`src/rtl/dlf_pkg.sv`:
```
// Shared constants for the K-counter DPLL loop filter: mode select and
// correction direction encodings.
package dlf_pkg;

  localparam logic MODE_SHARED = 1'b0;
  localparam logic MODE_DUAL   = 1'b1;

  localparam logic DIR_ADD = 1'b0;
  localparam logic DIR_SUB = 1'b1;

endpackage

```
`src/rtl/dlf_lock_det.sv`:
```
// Lock detector with hysteresis: lock is declared after LOCK_N correction-free
// cycles and dropped only on two consecutive same-direction corrections.
module dlf_lock_det
  import dlf_pkg::*;
#(
  parameter int LOCK_W = 8,
  parameter int LOCK_N = 200
) (
  input  logic clk_2,
  input  logic rst_n,
  input  logic add,
  input  logic sub,
  output logic locked
);

  localparam logic [LOCK_W-1:0] GAP_MAX = LOCK_W'(LOCK_N);
  localparam logic [LOCK_W-1:0] GAP_PRE = LOCK_W'(LOCK_N - 1);

  logic [LOCK_W-1:0] gap;
  logic              last_dir;
  logic              last_vld;
  logic              pulse;
  logic              dir;

  assign pulse = add | sub;
  assign dir   = sub ? DIR_SUB : DIR_ADD;

  always_ff @(posedge clk_2 or negedge rst_n) begin
    if (!rst_n) begin
      gap      <= '0;
      last_dir <= DIR_ADD;
      last_vld <= 1'b0;
      locked   <= 1'b0;
    end else if (pulse) begin
      gap      <= '0;
      last_dir <= dir;
      last_vld <= 1'b1;
      // Alternating corrections are normal dithering around lock; a repeat
      // in the same direction means the loop is really drifting.
      if (last_vld && (dir == last_dir)) begin
        locked <= 1'b0;
      end
    end else begin
      if (gap != GAP_MAX) begin
        gap <= gap + 1'b1;
      end
      if (gap == GAP_PRE) begin
        locked <= 1'b1;
      end
    end
  end

endmodule

```
`src/rtl/dlf_k_filter.sv`:
```
// K-counter digital loop filter: integrates the phase-error sign over a
// programmable modulus and emits single-cycle add/sub correction pulses.
module dlf_k_filter
  import dlf_pkg::*;
#(
  parameter int CNT_W  = 4,
  parameter int LOCK_W = 8,
  parameter int LOCK_N = 200
) (
  input  logic             clk_2,
  input  logic             rst_n,
  input  logic             se,
  input  logic             err_vld,
  input  logic [CNT_W-1:0] k_lim,
  input  logic             mode,
  output logic             add,
  output logic             sub,
  output logic             locked
);

  logic             se_q;
  logic [CNT_W-1:0] k_q;
  logic             mode_q;

  logic [CNT_W-1:0] cnt, cnt_nxt;
  logic [CNT_W-1:0] up_cnt, up_nxt;
  logic [CNT_W-1:0] dn_cnt, dn_nxt;
  logic [CNT_W-1:0] k_m1;
  logic             cfg_chg;
  logic             carry_add;
  logic             carry_sub;

  // k_eff - 1, with k_lim = 0 treated as a modulus of 1.
  assign k_m1    = (k_q == '0) ? '0 : k_q - 1'b1;
  assign cfg_chg = (k_lim != k_q) || (mode != mode_q);

  always_comb begin
    cnt_nxt   = cnt;
    up_nxt    = up_cnt;
    dn_nxt    = dn_cnt;
    carry_add = 1'b0;
    carry_sub = 1'b0;
    if (cfg_chg) begin
      cnt_nxt = '0;
      up_nxt  = '0;
      dn_nxt  = '0;
    end else if (err_vld) begin
      if (mode_q == MODE_SHARED) begin
        // A sign flip restarts the run with this cycle as its first count.
        if (se != se_q) begin
          if (k_m1 == '0) begin
            cnt_nxt = '0;
            if (se == DIR_SUB) carry_sub = 1'b1;
            else               carry_add = 1'b1;
          end else begin
            cnt_nxt = CNT_W'(1);
          end
        end else if (cnt == k_m1) begin
          cnt_nxt = '0;
          if (se == DIR_SUB) carry_sub = 1'b1;
          else               carry_add = 1'b1;
        end else begin
          cnt_nxt = cnt + 1'b1;
        end
      end else begin
        if (se == DIR_ADD) begin
          if (up_cnt == k_m1) begin
            up_nxt    = '0;
            carry_add = 1'b1;
          end else begin
            up_nxt = up_cnt + 1'b1;
          end
        end else begin
          if (dn_cnt == k_m1) begin
            dn_nxt    = '0;
            carry_sub = 1'b1;
          end else begin
            dn_nxt = dn_cnt + 1'b1;
          end
        end
      end
    end
  end

  always_ff @(posedge clk_2 or negedge rst_n) begin
    if (!rst_n) begin
      se_q   <= 1'b0;
      k_q    <= '0;
      mode_q <= MODE_SHARED;
      cnt    <= '0;
      up_cnt <= '0;
      dn_cnt <= '0;
      add    <= 1'b0;
      sub    <= 1'b0;
    end else begin
      se_q   <= se;
      k_q    <= k_lim;
      mode_q <= mode;
      cnt    <= cnt_nxt;
      up_cnt <= up_nxt;
      dn_cnt <= dn_nxt;
      add    <= carry_add;
      sub    <= carry_sub;
    end
  end

  dlf_lock_det #(
    .LOCK_W (LOCK_W),
    .LOCK_N (LOCK_N)
  ) u_lock_det (
    .clk_2  (clk_2),
    .rst_n  (rst_n),
    .add    (add),
    .sub    (sub),
    .locked (locked)
  );

endmodule

```
`config.mk`:
```
export PLATFORM = sky130hd
export DESIGN_NAME = dlf_k_filter
export DESIGN_NICKNAME = d
export VERILOG_FILES = /design/src/rtl/dlf_pkg.sv /design/src/rtl/dlf_lock_det.sv /design/src/rtl/dlf_k_filter.sv
export SDC_FILE = /design/constraint.sdc
export NUM_CORES = 1
export LEC_CHECK = 0
export ABC_AREA = 1
export ABC_CLOCK_PERIOD_IN_PS = 2000
export BUFFER_PORTS_ARGS = -buffer_cell sky130_fd_sc_hd__buf_4
export CAP_MARGIN = 20
export CORE_MARGIN = 2
export CORE_UTILIZATION = 42
export CTS_CLUSTER_SIZE = 24
export DETAILED_ROUTE_END_ITERATION = 8
export PLACE_DENSITY_LB_ADDON = 0.2
export SKIP_LAST_GASP = 1
export SYNTH_ARGS = -nofsm -noshare
export SYNTH_HDL_FRONTEND = slang
export SYNTH_SLANG_ARGS = --single-unit
```
`constraint.sdc`:
```
create_clock -name clk_2 -period 2 [get_ports clk_2]
set_clock_uncertainty 0.05 [all_clocks]
set_input_delay 0.2 -clock clk_2 [delete_from_list [all_inputs] [get_ports clk_2]]
set_output_delay 0.2 -clock clk_2 [all_outputs]
set_load 0.005 [all_outputs]
```
-- Word level (Yosys, flattened, before mapping)
Cells that the tools add are included.
- word-level logic and storage cells: 84
- register bits after elaboration: 31
- input port bits: 9
- multiplexer cells: 41
- add/sub/neg operators: 5
- equal/unequal tests: 12
- bitwise logic cells: 1
- reduce and logical (&&, ||, !) cells: 13
- operator list (operator ; count):
    $mux 4 ; 16
    $mux 1 ; 23
    $mux 8 ; 2
    $add 4x1->4 const B ; 3
    $eq 4x4->1 ; 3
    $reduce_bool 2->1 ; 5
    $add 8x1->8 const B ; 1
    $eq 8x8->1 const B ; 1
    $logic_not 4->1 ; 2
    $ne 8x8->1 const B ; 1
    $reduce_and 3->1 ; 2
    $ne 2x1->1 const B ; 2
    $ne 4x4->1 ; 1
    $reduce_and 2->1 ; 2
    $sub 4x1->4 const B ; 1
    $ne 1x1->1 ; 2
    $ne 2x2->1 const B ; 1
    $eq 1x1->1 ; 1
    $logic_and 1x1->1 ; 1
    $logic_or 1x1->1 ; 1
    $or 1x1->1 ; 1

-- Depth between registers and ports, before layout
- depth in word-level cells: 8
- depth in mapped cells: 12

-- Hierarchy
From an unflattened synthesis, not the netlist that was laid out.
- cell total of the unflattened synthesis: 250
- area, all modules: 1843.0 um^2
- modules (own cells, without submodules) (module ; times used ; area each (um^2) ; cells each):
    dlf_k_filter ; 1 ; 1255.0 ; 170
    dlf_lock_det ; 1 ; 588.1 ; 80

-- Worst setup path after synthesis
OpenSTA, ideal clock, no wires.
- path type: flip-flop to flip-flop
- from: register k_q[1]
- to: register dn_cnt[2]
- cell stages (with the launch flop): 10
- path slack: 0.553 ns
- period minus slack after synthesis: 1.447 ns
- setup time: 0.119 ns
- data arrival time: 1.278 ns
- required time: 1.831 ns
- cell sequence: dfrtp_1 nor2_2 nand2_2 nand2_1 nand2_1 nand2_1 nand3_1 or2_4 nand4_1 nand2_1
- cells in the longest elaborated chain, start to end: 8
- elaborated cells between the ends (all ways): 15
- those cells by class: 1 x add/sub; 2 x eq/ne; 6 x mux; 6 x reduce/logical
- RTL lines (item ; RTL line ; RTL):
    from (decl) ; dlf_k_filter.sv:22 ; logic [CNT_W-1:0] k_q;
    from (signal assigned) ; dlf_k_filter.sv:97 ; k_q <= k_lim;
    $sub 4x1->4 or $logic_not 4->1 (tied branches) ; dlf_k_filter.sv:34 ; assign k_m1 = (k_q == '0) ? '0 : k_q - 1'b1;
    $mux 4 ; dlf_k_filter.sv:34 ;
    $eq 4x4->1 ; dlf_k_filter.sv:74 ; if (dn_cnt == k_m1) begin
    $mux 4 ; dlf_k_filter.sv:74 ;
    $mux 4 ; dlf_k_filter.sv:66 ; if (se == DIR_ADD) begin
    $mux 4 ; dlf_k_filter.sv:48 ; if (mode_q == MODE_SHARED) begin
    $mux 4 ; dlf_k_filter.sv:47 ; end else if (err_vld) begin
    $mux 4 ; dlf_k_filter.sv:43 ; if (cfg_chg) begin
    to (signal assigned) ; dlf_k_filter.sv:101 ; dn_cnt <= dn_nxt;
    to (decl) ; dlf_k_filter.sv:27 ; logic [CNT_W-1:0] dn_cnt, dn_nxt;
Several ways; a longest one is shown, not always the timed one. The select of a mux whose other input is x is not followed.
A chain may end at the register's enable or synchronous reset.

-- Final worst setup path
- from: input mode
- to: register up_cnt[3]
- cells in the longest elaborated chain, start to end: 4
- elaborated cells between the ends (all ways): 7
- those cells by class: 2 x eq/ne; 1 x mux; 4 x reduce/logical
- RTL lines (item ; RTL line ; RTL):
    from (decl) ; dlf_k_filter.sv:15 ; input logic mode,
    $ne 1x1->1 (*) ; dlf_k_filter.sv:35 ; assign cfg_chg = (k_lim != k_q) || (mode != mode_q);
    $logic_or 1x1->1 (*) ; dlf_k_filter.sv:35 ;
    $ne 2x1->1 (no source line) or $reduce_bool 2->1 (tied branches) ; n/a ;
    $reduce_and 3->1 (no source line) ; n/a ;
    to (signal assigned) ; dlf_k_filter.sv:100 ; up_cnt <= up_nxt;
    to (decl) ; dlf_k_filter.sv:26 ; logic [CNT_W-1:0] up_cnt, up_nxt;
Every way passes the cells marked *; elsewhere a longest branch is shown, timed or not.

==> results.ini <==
[synthesis]
synth.area.top_cells=dfrtp_1 44%, nand2_1 13%, inv_1 7.0%, nand3_1 6.7%, xor2_1 4.4%
synth_area_mm2=0.001782
async_flop_share=1.000
synth_top_cell_area_share=0.4354
syn_inst=233
avgSynthCellArea_um2=7.647
synth-main-ff-cell=dfrtp_1
synth_nets=247
yosysUniqueCellTypes=23
synth_largest_area_cell=dfrtp_1
ys_warn_count=0
synth_edf_count=0
yosysSeqAreaShare=0.4354
yosys_register_bits=31

[critical_path]
path_depth=8
cp_max_fo=8
crit_buf_inv=2
startpoint=mode
crit_arrival_ns=1.92
critPathMaxStageDelay_ns=0.53
crit_end=up_cnt[3]
r2r-end=up_cnt[3]
rr_worst_depth=6
critPathTopFamily=buffers and inverters
startpoint_type=input pin
rr_startpoint=k_q[3]
required_ns=2.10
cp_cell_sequence=dlygate4sd3_1 > buf_4 > xnor2_1 > nand3_1 > nor2_2 > o21ai_1 > nand4_1 > o21ai_0
worstSetupPathType=input pin to flip-flop
rrSetupSlack_ns=0.30
cp-end-kind=flip-flop
cp_slowest_cell=dlygate4sd3_1

[power_and_ir_drop]
seq_power_share=0.442
power.leakage_nw=1.110
vdd_ir_drop_max_v=0.0003494
clock_power_share=0.354
p_comb_frac=0.205
internal_power_w=0.001281
power_per_cell_area_mw_per_mm2=868.1
power_switching_w=0.0005528
swShare=0.3015

[layout]
diodes=0
final_cell_mix=63 x nand2_1, 33 x inv_1, 31 x dfrtp_1, 24 x nand3_1
design_area_mm2=0.002112
mostFrequentLayoutCell=nand2_1
layout.nets=272
syn_to_final_growth_pct=18.54
drive_gt1_frac=0.1236
finalNonFillerCells=309

[placement]
pre_cts_ws_ns=0.2989
dp.cells=295
portBuffers=11
place_area_mm2=0.001934
hpwl_um=2811
place_congestion=0.8593

[routing]
drc=0
routed_wl_um=3760
antenna_left=0
avgRoutedWirePerCell_um=12.17
drtPass1Iterations=4
vias=1562
drtIter0Drc=68
vias_per_cell=5.055

[die]
coreArea_mm2=0.004029
dieWidth_um=69.13
start_util=0.4422
ioPinCount=12
die_y_um=69.13
num_rows=23
die_area_mm2=0.004779

[global_routing]
grt_pass1_wl_um=6796
antenna_found_initial=0
grt_pass1_vias=1569
track_usage=0.1767
grt_overflow=0
grt_start_max_net_pins=32

[sta]
fin_crit_sh=0.9111
slew_headroom=0.6808
drv_slew=0
fin_crit_ns=1.822
hold_viol=0
setup_viol=0
worstMarginPinSlew_ns=0.4757
rsz0062_at_grt=no
max_freq_ghz=0.5488
final.setup.worst_slack_ns=0.1778
tns_ns=0

[flow_run]
maxCapViolations=0

[clocking]
tritoncts=built
clock-sinks=31
root_buffer=clkbuf_8
clk_pin_slew_ns=0.07
cts_made_buffers=5
clk_latency_ns=0.29
cts-htree-levels=2
post-cts-setup-buffer-count=0
max-clock-path-buffers=2

[outcome]
outcome=finished, final reports clean

[min_path]
worstHoldStart=se
hold_class=input pin to flip-flop

[registers in the layout, summed over array words and instances (netlist names)]
signal               count
u_lock_det.last_dir      1
mode_q                   1
u_lock_det.locked        1
sub                      1
up_cnt                   4
add                      1
u_lock_det.last_vld      1
dn_cnt                   4
u_lock_det.gap           8
cnt                      4
k_q                      4
se_q                     1
[routing by layer]
layer,track usage,wire length (µm),vias up
met2,0.2895,1841,23
met1,0.2200,1710,736
met3,0.03070,112,9
li1,-,-,794
met4,0.09804,96,0
met5,0,0,-
[power groups by stage]
stage                     clock network (W)  logic [W]  registers (W)
after global placement                    0   0.000366       0.000820
after CTS                          0.000659   0.000382       0.000811
after detailed placement                  0   0.000369       0.000822
final                              0.000649   0.000375       0.000810
after floorplan                           0   0.000284       0.000800
after global routing               0.000682   0.000448       0.000826
[how the worst min path moves through the flow]
stage | endpoint | depth (start not counted)
2_1_floorplan | add | 0
3_3_place_gp | u_lock_det.gap[6] | 1
3_5_place_dp | u_lock_det.gap[5] | 1
4_1_cts | se_q | 1
5_1_grt | se_q | 1
6_report | se_q | 1
[cell type report]
type	count	area [µm²]
flip-flops and latches	31	775.7
inverters	35	131.4
fillers	420	1917
clock inverters	2	35.03
clock buffers	6	82.58
well taps	50	62.56
multi-input cells	166	867.1
repair buffers	19	157.7
[cell usage after synthesis (all sizes together), types with 2 or more instances]
| cell type | count |
|---|---|
| a21oi | 8 |
| dfrtp | 31 |
| ha | 5 |
| inv | 35 |
| nand2 | 66 |
| nand3 | 24 |
| nand4 | 11 |
| nor2 | 16 |
| nor3 | 6 |
| o21ai | 10 |
| or2 | 2 |
| xnor2 | 6 |
| xor2 | 9 |
[worst reg2reg max path: stages, from the launching register on]
cell,delay (ns)
dfrtp_1,0.44
xnor2_1,0.19
nand3_1,0.11
nor2_2,0.27
o21ai_1,0.26
nand4_1,0.16
o21ai_0,0.09
[through the flow]
stage | util | hold WS [ns] | total power (W)
after floorplan | - | -0.1456 | 0.001084
after global placement | 0.4801 | 0.1162 | 0.001187
after detailed placement | 0.4801 | 0.1170 | 0.001191
after CTS | 0.5242 | 0.01750 | 0.001851
after global routing | 0.5242 | 0.01543 | 0.001957
final | 0.5242 | 0.02168 | 0.001833
[cells by family after synthesis]
kind of cell / after synthesis / share of synthesized area
simple gates: 126 / 0.3160
fa+ha+maj: 5 / 0.03511
buf+inv: 36 / 0.07795
xor+xnor: 15 / 0.07374
compound gates: 20 / 0.06179
flops: 31 / 0.4354
[what timing repair did]
action	4_1_cts	5_1_grt
hold buffers	6	0
setup endpoints to repair	0	2
hold endpoints to repair	36	0
gates resized for setup	0	1
Note: power is estimated with default switching activity, not from simulation.
